$ cat config.mk
export PLATFORM = sky130hd
export DESIGN_NAME = alu_pipe
export DESIGN_NICKNAME = d
export VERILOG_FILES = /design/src/rtl/alu_pkg.sv /design/src/rtl/alu_irq_table.sv /design/src/rtl/alu_pipe.sv
export SDC_FILE = /design/constraint.sdc
export NUM_CORES = 1
export LEC_CHECK = 0
export CORE_MARGIN = 1
export CORE_UTILIZATION = 51
export DETAILED_ROUTE_END_ITERATION = 6
export PLACE_DENSITY_LB_ADDON = 0.05
export REMOVE_ABC_BUFFERS = 1
export SLEW_MARGIN = 20
export SYNTH_ARGS = -nofsm -noshare
export SYNTH_HDL_FRONTEND = slang
export SYNTH_HIERARCHICAL = 1
export SYNTH_SLANG_ARGS = --single-unit
$ cat constraint.sdc
create_clock -name alu_clk -period 2.5 [get_ports alu_clk]
set_input_delay 0.5 -clock alu_clk [delete_from_list [all_inputs] [get_ports alu_clk]]
set_output_delay 0.5 -clock alu_clk [all_outputs]
set_load 0.05 [all_outputs]
$ cat src/rtl/alu_pkg.sv
// Shared types and default match-table contents for the pipelined logic ALU.
package alu_pkg;

    typedef enum logic {
        GRP_A = 1'b0,
        GRP_B = 1'b1
    } grp_e;

    typedef enum logic [1:0] {
        OPA_AND  = 2'd0,
        OPA_NAND = 2'd1,
        OPA_OR   = 2'd2,
        OPA_XOR  = 2'd3
    } op_a_e;

    typedef enum logic [1:0] {
        OPB_XNOR = 2'd0,
        OPB_AND  = 2'd1,
        OPB_NOR  = 2'd2,
        OPB_OR   = 2'd3
    } op_b_e;

    localparam int unsigned NUM_ENTRIES = 8;

    // Default match values, indexed by {grp, op}.
    localparam logic [7:0] DEF_A_AND  = 8'hFF;
    localparam logic [7:0] DEF_A_NAND = 8'h00;
    localparam logic [7:0] DEF_A_OR   = 8'hF8;
    localparam logic [7:0] DEF_A_XOR  = 8'h83;
    localparam logic [7:0] DEF_B_XNOR = 8'hF1;
    localparam logic [7:0] DEF_B_AND  = 8'hF4;
    localparam logic [7:0] DEF_B_NOR  = 8'hF5;
    localparam logic [7:0] DEF_B_OR   = 8'hFF;

    function automatic logic [7:0] default_match(input logic [2:0] idx);
        logic [7:0] v;
        case (idx)
            3'd0:    v = DEF_A_AND;
            3'd1:    v = DEF_A_NAND;
            3'd2:    v = DEF_A_OR;
            3'd3:    v = DEF_A_XOR;
            3'd4:    v = DEF_B_XNOR;
            3'd5:    v = DEF_B_AND;
            3'd6:    v = DEF_B_NOR;
            default: v = DEF_B_OR;
        endcase
        return v;
    endfunction

    // Zero-extends a default to 64 bits; callers keep the low WIDTH bits,
    // which truncates for WIDTH < 8 and zero-extends for WIDTH > 8.
    function automatic logic [63:0] default_match_wide(input logic [2:0] idx);
        return {56'd0, default_match(idx)};
    endfunction

endpackage

$ cat src/rtl/alu_irq_table.sv
// Runtime-programmable 8-entry match table with a combinational compare port.
// Entries are flops (not RAM) so that reset can restore the defaults.
module alu_irq_table
    import alu_pkg::*;
#(
    parameter int WIDTH = 8
) (
    input  logic             clk_i,
    input  logic             rst_n_i,
    input  logic             we_i,
    input  logic [2:0]       waddr_i,
    input  logic [WIDTH-1:0] wdata_i,
    input  logic [2:0]       cmp_idx_i,
    input  logic [WIDTH-1:0] cmp_val_i,
    output logic             hit_o
);

    logic [WIDTH-1:0] table_w [NUM_ENTRIES];

    generate
        for (genvar gi = 0; gi < NUM_ENTRIES; gi++) begin : g_entry
            localparam logic [63:0]      RST_WIDE = default_match_wide(3'(gi));
            localparam logic [WIDTH-1:0] RST_VAL  = RST_WIDE[WIDTH-1:0];

            logic [WIDTH-1:0] entry_q;

            // Entry register: default on reset, overwritten by a matching write strobe.
            always_ff @(posedge clk_i or negedge rst_n_i) begin
                if (!rst_n_i) begin
                    entry_q <= RST_VAL;
                end else if (we_i && (waddr_i == 3'(gi))) begin
                    entry_q <= wdata_i;
                end
            end

            assign table_w[gi] = entry_q;
        end
    endgenerate

    // Compare reads the registered value, so a same-cycle write is not yet visible.
    assign hit_o = (table_w[cmp_idx_i] == cmp_val_i);

endmodule

$ cat src/rtl/alu_pipe.sv
// Handshaked two-group logic ALU with a one-deep result register and a
// match-driven sticky interrupt plus saturating event counter.
module alu_pipe
    import alu_pkg::*;
#(
    parameter int WIDTH = 8,
    parameter int CNT_W = 4
) (
    input  logic             alu_clk,
    input  logic             rst_n,
    input  logic             in_valid,
    output logic             in_ready,
    input  logic             alu_grp,
    input  logic [1:0]       alu_op,
    input  logic [WIDTH-1:0] alu_in_a,
    input  logic [WIDTH-1:0] alu_in_b,
    output logic             out_valid,
    input  logic             out_ready,
    output logic [WIDTH-1:0] alu_out,
    input  logic             alu_irq_en,
    input  logic             alu_irq_clr,
    output logic             alu_irq,
    output logic [CNT_W-1:0] alu_irq_cnt,
    input  logic             cfg_we,
    input  logic [2:0]       cfg_addr,
    input  logic [WIDTH-1:0] cfg_data
);

    logic [WIDTH-1:0] alu_out_q;
    logic             out_valid_q;
    logic             irq_q;
    logic [CNT_W-1:0] irq_cnt_q;

    logic [WIDTH-1:0] result_d;
    logic             xfer;
    logic             table_hit;
    logic             match;

    // Space is available when the output is empty or being drained this cycle.
    assign in_ready = !out_valid_q || out_ready;
    assign xfer     = in_valid && in_ready;

    // Bitwise result for the selected group/opcode.
    always_comb begin
        result_d = '0;
        if (grp_e'(alu_grp) == GRP_A) begin
            case (op_a_e'(alu_op))
                OPA_AND:  result_d = alu_in_a & alu_in_b;
                OPA_NAND: result_d = ~(alu_in_a & alu_in_b);
                OPA_OR:   result_d = alu_in_a | alu_in_b;
                default:  result_d = alu_in_a ^ alu_in_b;
            endcase
        end else begin
            case (op_b_e'(alu_op))
                OPB_XNOR: result_d = ~(alu_in_a ^ alu_in_b);
                OPB_AND:  result_d = alu_in_a & alu_in_b;
                OPB_NOR:  result_d = ~(alu_in_a | alu_in_b);
                default:  result_d = alu_in_a | alu_in_b;
            endcase
        end
    end

    alu_irq_table #(
        .WIDTH (WIDTH)
    ) u_table (
        .clk_i     (alu_clk),
        .rst_n_i   (rst_n),
        .we_i      (cfg_we),
        .waddr_i   (cfg_addr),
        .wdata_i   (cfg_data),
        .cmp_idx_i ({alu_grp, alu_op}),
        .cmp_val_i (result_d),
        .hit_o     (table_hit)
    );

    assign match = xfer && table_hit && alu_irq_en;

    // Result register: load on transfer, empty on an output handshake.
    always_ff @(posedge alu_clk or negedge rst_n) begin
        if (!rst_n) begin
            alu_out_q   <= '0;
            out_valid_q <= 1'b0;
        end else if (xfer) begin
            alu_out_q   <= result_d;
            out_valid_q <= 1'b1;
        end else if (out_ready) begin
            out_valid_q <= 1'b0;
        end
    end

    // Sticky interrupt and saturating counter; a match outranks a clear.
    always_ff @(posedge alu_clk or negedge rst_n) begin
        if (!rst_n) begin
            irq_q     <= 1'b0;
            irq_cnt_q <= '0;
        end else if (match) begin
            irq_q <= 1'b1;
            if (alu_irq_clr) begin
                irq_cnt_q <= CNT_W'(1);
            end else if (!(&irq_cnt_q)) begin
                irq_cnt_q <= irq_cnt_q + CNT_W'(1);
            end
        end else if (alu_irq_clr) begin
            irq_q     <= 1'b0;
            irq_cnt_q <= '0;
        end
    end

    assign alu_out     = alu_out_q;
    assign out_valid   = out_valid_q;
    assign alu_irq     = irq_q;
    assign alu_irq_cnt = irq_cnt_q;

endmodule

==> impl_metrics.yaml, run 1 <==
drt:
  ant_nets: 0
  drtPass1Iterations: 4
  first_iter_violations: 135
  wire_per_inst_um: 17.78
  viasPerCell: 5.633
  drc: 0
  via_count: 3087
  wirelength_mm: 9.744
timing:
  finalHoldViolations: 0
  fin_skew_ps: 8.395
  fmax_mhz: 366.2
  setup_ws_ps: -230.9
  finalSetupTns_ps: -699.9
  slew_headroom_pct: 64.08
  setup_viol: 4
  final.min_clock_period_ps: 2731
  tightest_slew_ps: 538.8
  final-max-slew-violation-count: 0
  fin_crit_sh_pct: 109.2
  rsz0062_at_grt: "true"
hold_path:
  hp-class: "input pin to async pin"
yosys:
  synth_edf_count: 0
  ys_ff_latch: 78
  synth_cell_types: 44
  seq_area_frac_synth_pct: 45.87
  synthArstFlopShare_pct: 100.0
  yosysWarnings: 6
  synthCells: 346
  syn_avg_cell_area_um2: 12.61
  synthesis.area_um2: 4364
  ys.flop_type: "dfstp_2"
layout:
  final_cell_count_no_fill: 548
  n_antenna_cell: 0
  final_util_pct: 68.92
  drive_gt1_share_pct: 56.43
  final_nets: 492
  final_cell_mix: "mux2_2 (67), buf_4 (40), dfstp_2 (40), dfrtp_1 (38), clkdlybuf4s50_1 (30)"
  final_common_cell: "mux2_2"
  syn_to_final_growth_pct: 30.42
global_route:
  grt_usage_pct: 23.64
  grt_pass1_wl_mm: 15.59
  overflow: 0
  grt_max_degree: 33
  grt_pass1_vias: 3007
  antenna_found_initial: 0
pwr:
  p_switching_mw: 1.098
  p_int_mw: 2.632
  netSwitchingFraction_pct: 29.44
  combPwrFrac_pct: 27.0
  power_frac_seq_pct: 46.8
  p_leak_nw: 2.343
  ir_drop_mv: 0.3896
  powerDensity_nw_per_um2: 655.3
  clock_power_share_pct: 26.2
clock_tree:
  path_clk_slew_ps: 90
  postCtsHoldBufs: 0
  numCtsBuffers: 9
  clockBufferDepth: 2
  cts_tree: "yes"
  cts_sinks: 78
  htree_levels: 3
  insertion_delay_ps: 350
  cts-root-buf: "clkbuf_8"
placement:
  dp.final_hpwl_mm: 6.762
  placedCellCount: 525
  portBuffers: 51
  place_congestion: 0.7985
worst_setup_path:
  endpoint_kind: "register"
  critPathLaunchType: "input pin"
  worstPathRequired_ps: 2740
  cp_slowest_cell: "mux2_4"
  reg2reg_depth: 11
  critPathLaunch: "alu_in_a[6]"
  regToRegSetupSlack_ps: -210
  worstPathArrival_ps: 2980
  crit_fanout: 4
  reg2reg_to: "alu_irq_cnt[3]"
  r2r_start: "u_table/g_entry[6].entry_q[7]"
  cp-endpoint: "alu_irq_cnt[3]"
  crit_type: "input pin to register"
  cpPeakStageDelay_ps: 300
  crit_path_cell_trace: "clkdlybuf4s15_2 -> inv_2 -> ha_4 -> or2_4 -> a21oi_2 -> a311oi_2 -> nand2_1 -> xor2_1 -> o2111ai_2 -> nor4_2 -> buf_4 -> nand4_1 -> buf_6 -> nor2_4 -> mux2_4"
outcome:
  status: "complete, but fails checks"
  violations: "setup timing"
floorplanning:
  io_pins: 52
  core_um2: 8258
  fp.dieH_um: 94.51
  die-area_um2: 8931
  initial_core_util_pct: 52.85
  num_rows: 33
  die_width_um: 94.51
run:
  drv_cap: 0
## how the worst min path moves through the flow
| stage | to | slack (ps) | depth (start not counted) |
|---|---|---|---|
| global route | alu_out[2] | 140 | 1 |
| global placement | alu_out[2] | 470 | 1 |
| CTS | alu_out[2] | 120 | 1 |
| floorplan | alu_irq | 200 | 0 |
| detailed placement | alu_out[2] | 480 | 1 |
| finish | alu_out[2] | 120 | 1 |
## layer usage
metal | vias to the layer above | part of all wire [%] | routed length [um] | track usage (%)
met2 | 64 | 48 | 4643 | 38.77
met4 | 0 | 2.0 | 191 | 7.323
met5 | - | 0 | 0 | 0
li1 | 1472 | - | - | -
met3 | 14 | 4.0 | 386 | 4.589
met1 | 1537 | 46 | 4523 | 31.75
## cells by family (layout without fill, tap and decap cells)
group | after synthesis | count (layout) | synth area share [%]
AOI/OAI and AO/OA | 43 | 43 | 7.540
xor gates and xnor gates | 7 | 7 | 1.405
adders and majority gates | 17 | 17 | 4.874
buffers and inverters | 36 | 133 | 3.813
DFF | 78 | 78 | 45.87
muxes | 97 | 97 | 27.44
and+or+nand+nor | 68 | 68 | 9.060
## power by group through the flow
| stage | Sequential, mW | Clock [mW] | Combinational (mW) |
|---|---|---|---|
| global placement | 1.75 | 0 | 0.925 |
| floorplan | 1.81 | 0 | 0.509 |
| CTS | 1.74 | 1.00 | 0.996 |
| detailed placement | 1.77 | 0 | 0.948 |
| finish | 1.74 | 0.978 | 1.01 |
| global route | 1.78 | 1.07 | 1.09 |
## repair_timing
action	4_1_cts	5_1_grt
setup buffers	8	2
gates resized for setup	81	25
pin swaps	35	19
gates cloned	0	0
setup endpoints to repair	5	5
## critical path: cells and delay by family
family	cells	cell delay [ps]
simple gates	5	850
buf+inv	4	570
compound gates	3	350
mux	1	300
fa+ha+maj	1	230
xor+xnor	1	170
## cell type report
type                       count  area [um^2]
fill                         622         2566
multi-input combinational    232         2392
sequential                    78         2002
timing repair buffer          99        894.6
tap                          105        131.4
clock buffer                   9        123.9
clock inverter                 7        80.08
inverter                      18        67.56
## cells in the mapped netlist, types with 2 or more instances
cell type / n / share of area (%)
mux2_2: 68 / 18
dfstp_2: 40 / 24
dfrtp_1: 38 / 22
inv_1: 18 / 1.5
mux2i_1: 18 / 4.1
ha_1: 17 / 4.9
nand2_1: 17 / 1.5
clkbuf_1: 8 / 0.69
nand2b_1: 8 / 1.1
a31oi_1: 7 / 1.0
buf_2: 7 / 0.80
nor2_1: 7 / 0.60
mux4_2: 6 / 3.1
o21ai_0: 6 / 0.69
a21oi_1: 5 / 0.57
nand3_1: 5 / 0.57
nor3_1: 5 / 0.57
xor2_1: 5 / 1.0
a221o_1: 4 / 0.92
a22oi_2: 4 / 1.1
a311oi_1: 4 / 0.80
mux4_1: 4 / 2.4
nor2b_1: 4 / 0.57
o211ai_1: 4 / 0.69
o221ai_1: 4 / 0.80
or2_2: 4 / 0.57
buf_6: 3 / 0.77
nand4_1: 3 / 0.43
nand4b_1: 3 / 0.60
a22oi_1: 2 / 0.34
nand3b_1: 2 / 0.34
nor3_2: 2 / 0.46
nor3b_2: 2 / 0.57
xnor2_1: 2 / 0.40
## per-stage QoR
stage               setup WS [ps]  area [um^2]  power (mW)  hold WS [ps]
CTS                        -156.4         5664       3.744         123.9
global route               -370.5         5692       3.934         135.3
detailed placement          -1085         5253       2.713         475.1
finish                     -230.9         5692       3.730         117.5
global placement            -1051         5253       2.676         467.8
floorplan                  -275.7         4265       2.323         204.4
## flip-flops by register name, summed over array words and instances, names as in the netlist
register and cells:
u_table/g_entry.entry_q 64, alu_out 8, alu_irq_cnt 4, alu_irq 1, out_valid 1
Power figures use the tool's default switching activity.
==> inputs of run 2 (changes only) <==
- CTS_CLUSTER_SIZE: default -> 10
- SYNTH_HIERARCHICAL: 1 -> default
==> run 2 against run 1 <==
  * The run now ends clean
  * Power shrank 0.34%
  * Clock skew rose by 4.1 ps
  * Register-to-register slack improved by 380 ps
  * First-iteration DRC count increased by 44%
  * Non-clock buffer count fell by 4
  * Via count is 0.13% higher
  * Final cell count up 1.8%
  * Critical path type unchanged
  * Largest power group unchanged
==> impl_metrics.yaml, run 2 <==
floorplanning:
  die-area_um2: 8886
  io_pins: 52
  fp.dieH_um: 94.27
  die_width_um: 94.27
  core_um2: 8217
  num_rows: 33
  initial_core_util_pct: 52.84
timing:
  slew_headroom_pct: 58.97
  setup_viol: 0
  fin_crit_sh_pct: 98.20
  fmax_mhz: 407.3
  finalHoldViolations: 0
  final.min_clock_period_ps: 2455
  fin_skew_ps: 12.48
  final-max-slew-violation-count: 0
  tightest_slew_ps: 615.4
  finalSetupTns_ps: 0
  setup_ws_ps: 44.88
drt:
  ant_nets: 0
  viasPerCell: 5.539
  first_iter_violations: 195
  via_count: 3091
  drc: 0
  wirelength_mm: 10.05
  wire_per_inst_um: 18.01
  drtPass1Iterations: 4
pwr:
  ir_drop_mv: 0.5584
  powerDensity_nw_per_um2: 650.0
  p_leak_nw: 2.477
  p_total_mw: 3.717
outcome:
  status: "complete, no violations"
yosys:
  synth_compound_area_share_pct: 7.695
  syn_avg_cell_area_um2: 12.09
  synth.top_cell.area_share_pct: 24.21
  synth_cell_types: 39
  yosysWarnings: 0
  synth_top_family_by_area: "multiplexers"
  synth_most_common_cell: "mux2_2"
  synthesis.area_um2: 4342
  synthAdderAreaFrac_pct: 4.899
  yosys-top-cells-count: "mux2_2 (77), dfstp_2 (40), dfrtp_1 (38), inv_1 (22)"
  ys_ff_latch: 78
  yosysTopAreaCell: "dfstp_2"
  synthCells: 359
  synthXorXnorAreaFrac_pct: 2.017
  seq_area_frac_synth_pct: 46.11
  synth_edf_count: 0
  synthSimpleGateAreaFrac_pct: 8.127
  ys.flop_type: "dfstp_2"
  netlist_top_cells_area: "dfstp_2 (24%), dfrtp_1 (22%), mux2_2 (20%), ha_1 (4.9%), mux2i_1 (4.4%)"
  synth.mux.area_fraction_pct: 26.69
  synthArstFlopShare_pct: 100.0
layout:
  top_register: "u_table.g_entry.entry_q"
  drive_gt1_share_pct: 52.98
  multi_input_area_um2: 2422
  syn_to_final_growth_pct: 31.70
  seqCellArea_um2: 2002
  final_cell_count_no_fill: 558
  final_nets: 502
  n_antenna_cell: 0
  final_cell_mix: "mux2_2 (77), buf_4 (40), dfstp_2 (40), dfrtp_1 (38), clkdlybuf4s50_1 (33)"
  final_cell_area_um2: 5718
  num-fill-cells: 623
  largest_reg_flops: 64
  final_common_cell: "mux2_2"
worst_setup_path:
  cpPeakStageDelay_ps: 490
  crit_fanout: 2
  cp_slowest_cell: "clkdlybuf4s50_1"
  path_delay_family: "buffers and inverters"
  critPathLaunchType: "input pin"
  regToRegSetupSlack_ps: 170
  worstPathRequired_ps: 2750
  worstPathArrival_ps: 2700
  r2r_start: "u_table.g_entry[6].entry_q[1]"
  reg2reg_depth: 7
  crit_type: "input pin to register"
  crit_buf_inv: 2
  reg2reg_to: "alu_irq_cnt[3]"
  endpoint_kind: "register"
  crit_path_cell_trace: "clkdlybuf4s50_1 -> inv_2 -> ha_4 -> nor2_1 -> a21oi_1 -> o22ai_1 -> a21o_1 -> xor2_2 -> nand4_2 -> nor3_2 -> mux2_4"
placement:
  place_congestion: 0.8350
  portBuffers: 51
  dp.final_hpwl_mm: 6.849
  placedCellCount: 538
  placed_cell_area_um2: 5210
  pre_cts_slack_ps: -884.5
global_route:
  grt_max_degree: 32
  grt_usage_pct: 24.07
  grt_pass1_wl_mm: 15.62
  antenna_found_initial: 0
  overflow: 0
  grt_pass1_vias: 3088
clock_tree:
  cts-root-buf: "clkbuf_8"
  cts_sinks: 78
  clockBufferDepth: 2
  cts_tree: "yes"
  numCtsBuffers: 9
  htree_levels: 3
  insertion_delay_ps: 360
  path_clk_slew_ps: 80
run:
  drv_cap: 0
hold_path:
  hp-class: "input pin to async pin"
-- run 2: area by class of cell --
class,instances,share of cell area (%)
Clock buffer,11,2.298
Clock inverter,5,0.9190
Inverter,22,1.444
Multi-Input combinational cell,242,42.36
Sequential cell,78,35.01
Tap cell,105,2.298
Timing Repair Buffer,95,15.67
-- run 2: cells by family after synthesis --
kind of cell,Yosys count
adder cells (fa/ha/maj),17
multiplexers,101
AO/OA/AOI/OAI,49
AND/OR/NAND/NOR,65
flip-flops,78
XOR/XNOR,10
buffers and inverters,39
-- run 2: worst reg2reg max path, stage by stage (launching register included) --
cell and delay [ps]:
dfrtp_1 380, mux4_2 470, mux2i_1 250, xnor2_1 130, nor4_2 260, nand4_2 180, nor3_2 230, mux2_4 320
-- run 2: per-stage QoR --
stage          hold slack, ps  utilization, %
2_1_floorplan           204.4               -
3_3_place_gp            480.2           63.41
3_5_place_dp            487.6           63.41
4_1_cts                 149.0           67.50
5_1_grt                 171.3           69.59
6_report                142.3           69.59
-- run 2: how the worst max path moves through the flow --
| stage | start | endpoint | slack [ps] | depth (start not counted) |
|---|---|---|---|---|
| 2_1_floorplan | alu_in_a[4] | alu_irq_cnt[3] | 50 | 10 |
| 3_3_place_gp | alu_grp | alu_irq_cnt[3] | -760 | 9 |
| 3_5_place_dp | alu_grp | alu_irq_cnt[3] | -880 | 9 |
| 4_1_cts | alu_in_b[1] | alu_irq_cnt[2] | 5 | 12 |
| 5_1_grt | alu_in_b[5] | alu_irq_cnt[3] | -40 | 11 |
| 6_report | alu_in_b[5] | alu_irq_cnt[3] | 40 | 11 |
-- run 2: power by group --
part | total, mW | leakage (nW) | internal [mW] | switching, mW
sequential | 1.75 | 0.881 | 1.62 | 0.127
combinational | 1.06 | 1.50 | 0.550 | 0.507
clock | 0.910 | 0.0931 | 0.457 | 0.453
-- run 2: timing repair --
item	4_1_cts	5_1_grt
buffers inserted	1	3
pin swaps	15	25
hold endpoints to repair	0	0
hold buffers	0	0
setup endpoints to repair	5	5
resized for setup	40	39
-- run 2: routing by layer --
layer	global-route usage (%)	vias to the layer above	wire, um	part of all wire (%)
li1	-	1462	-	-
met1	32.26	1554	4572	45
met2	39.43	63	4914	49
met3	3.803	12	430	4.3
met4	8.462	0	134	1.3
met5	0	-	0	0
==> inputs of run 3 (changes only) <==
- CORE_MARGIN: 1 -> default
- CTS_CLUSTER_SIZE: 10 -> default
==> results of run 3 <==
The final DEF is identical to that of run 2; final timing and power are the same.
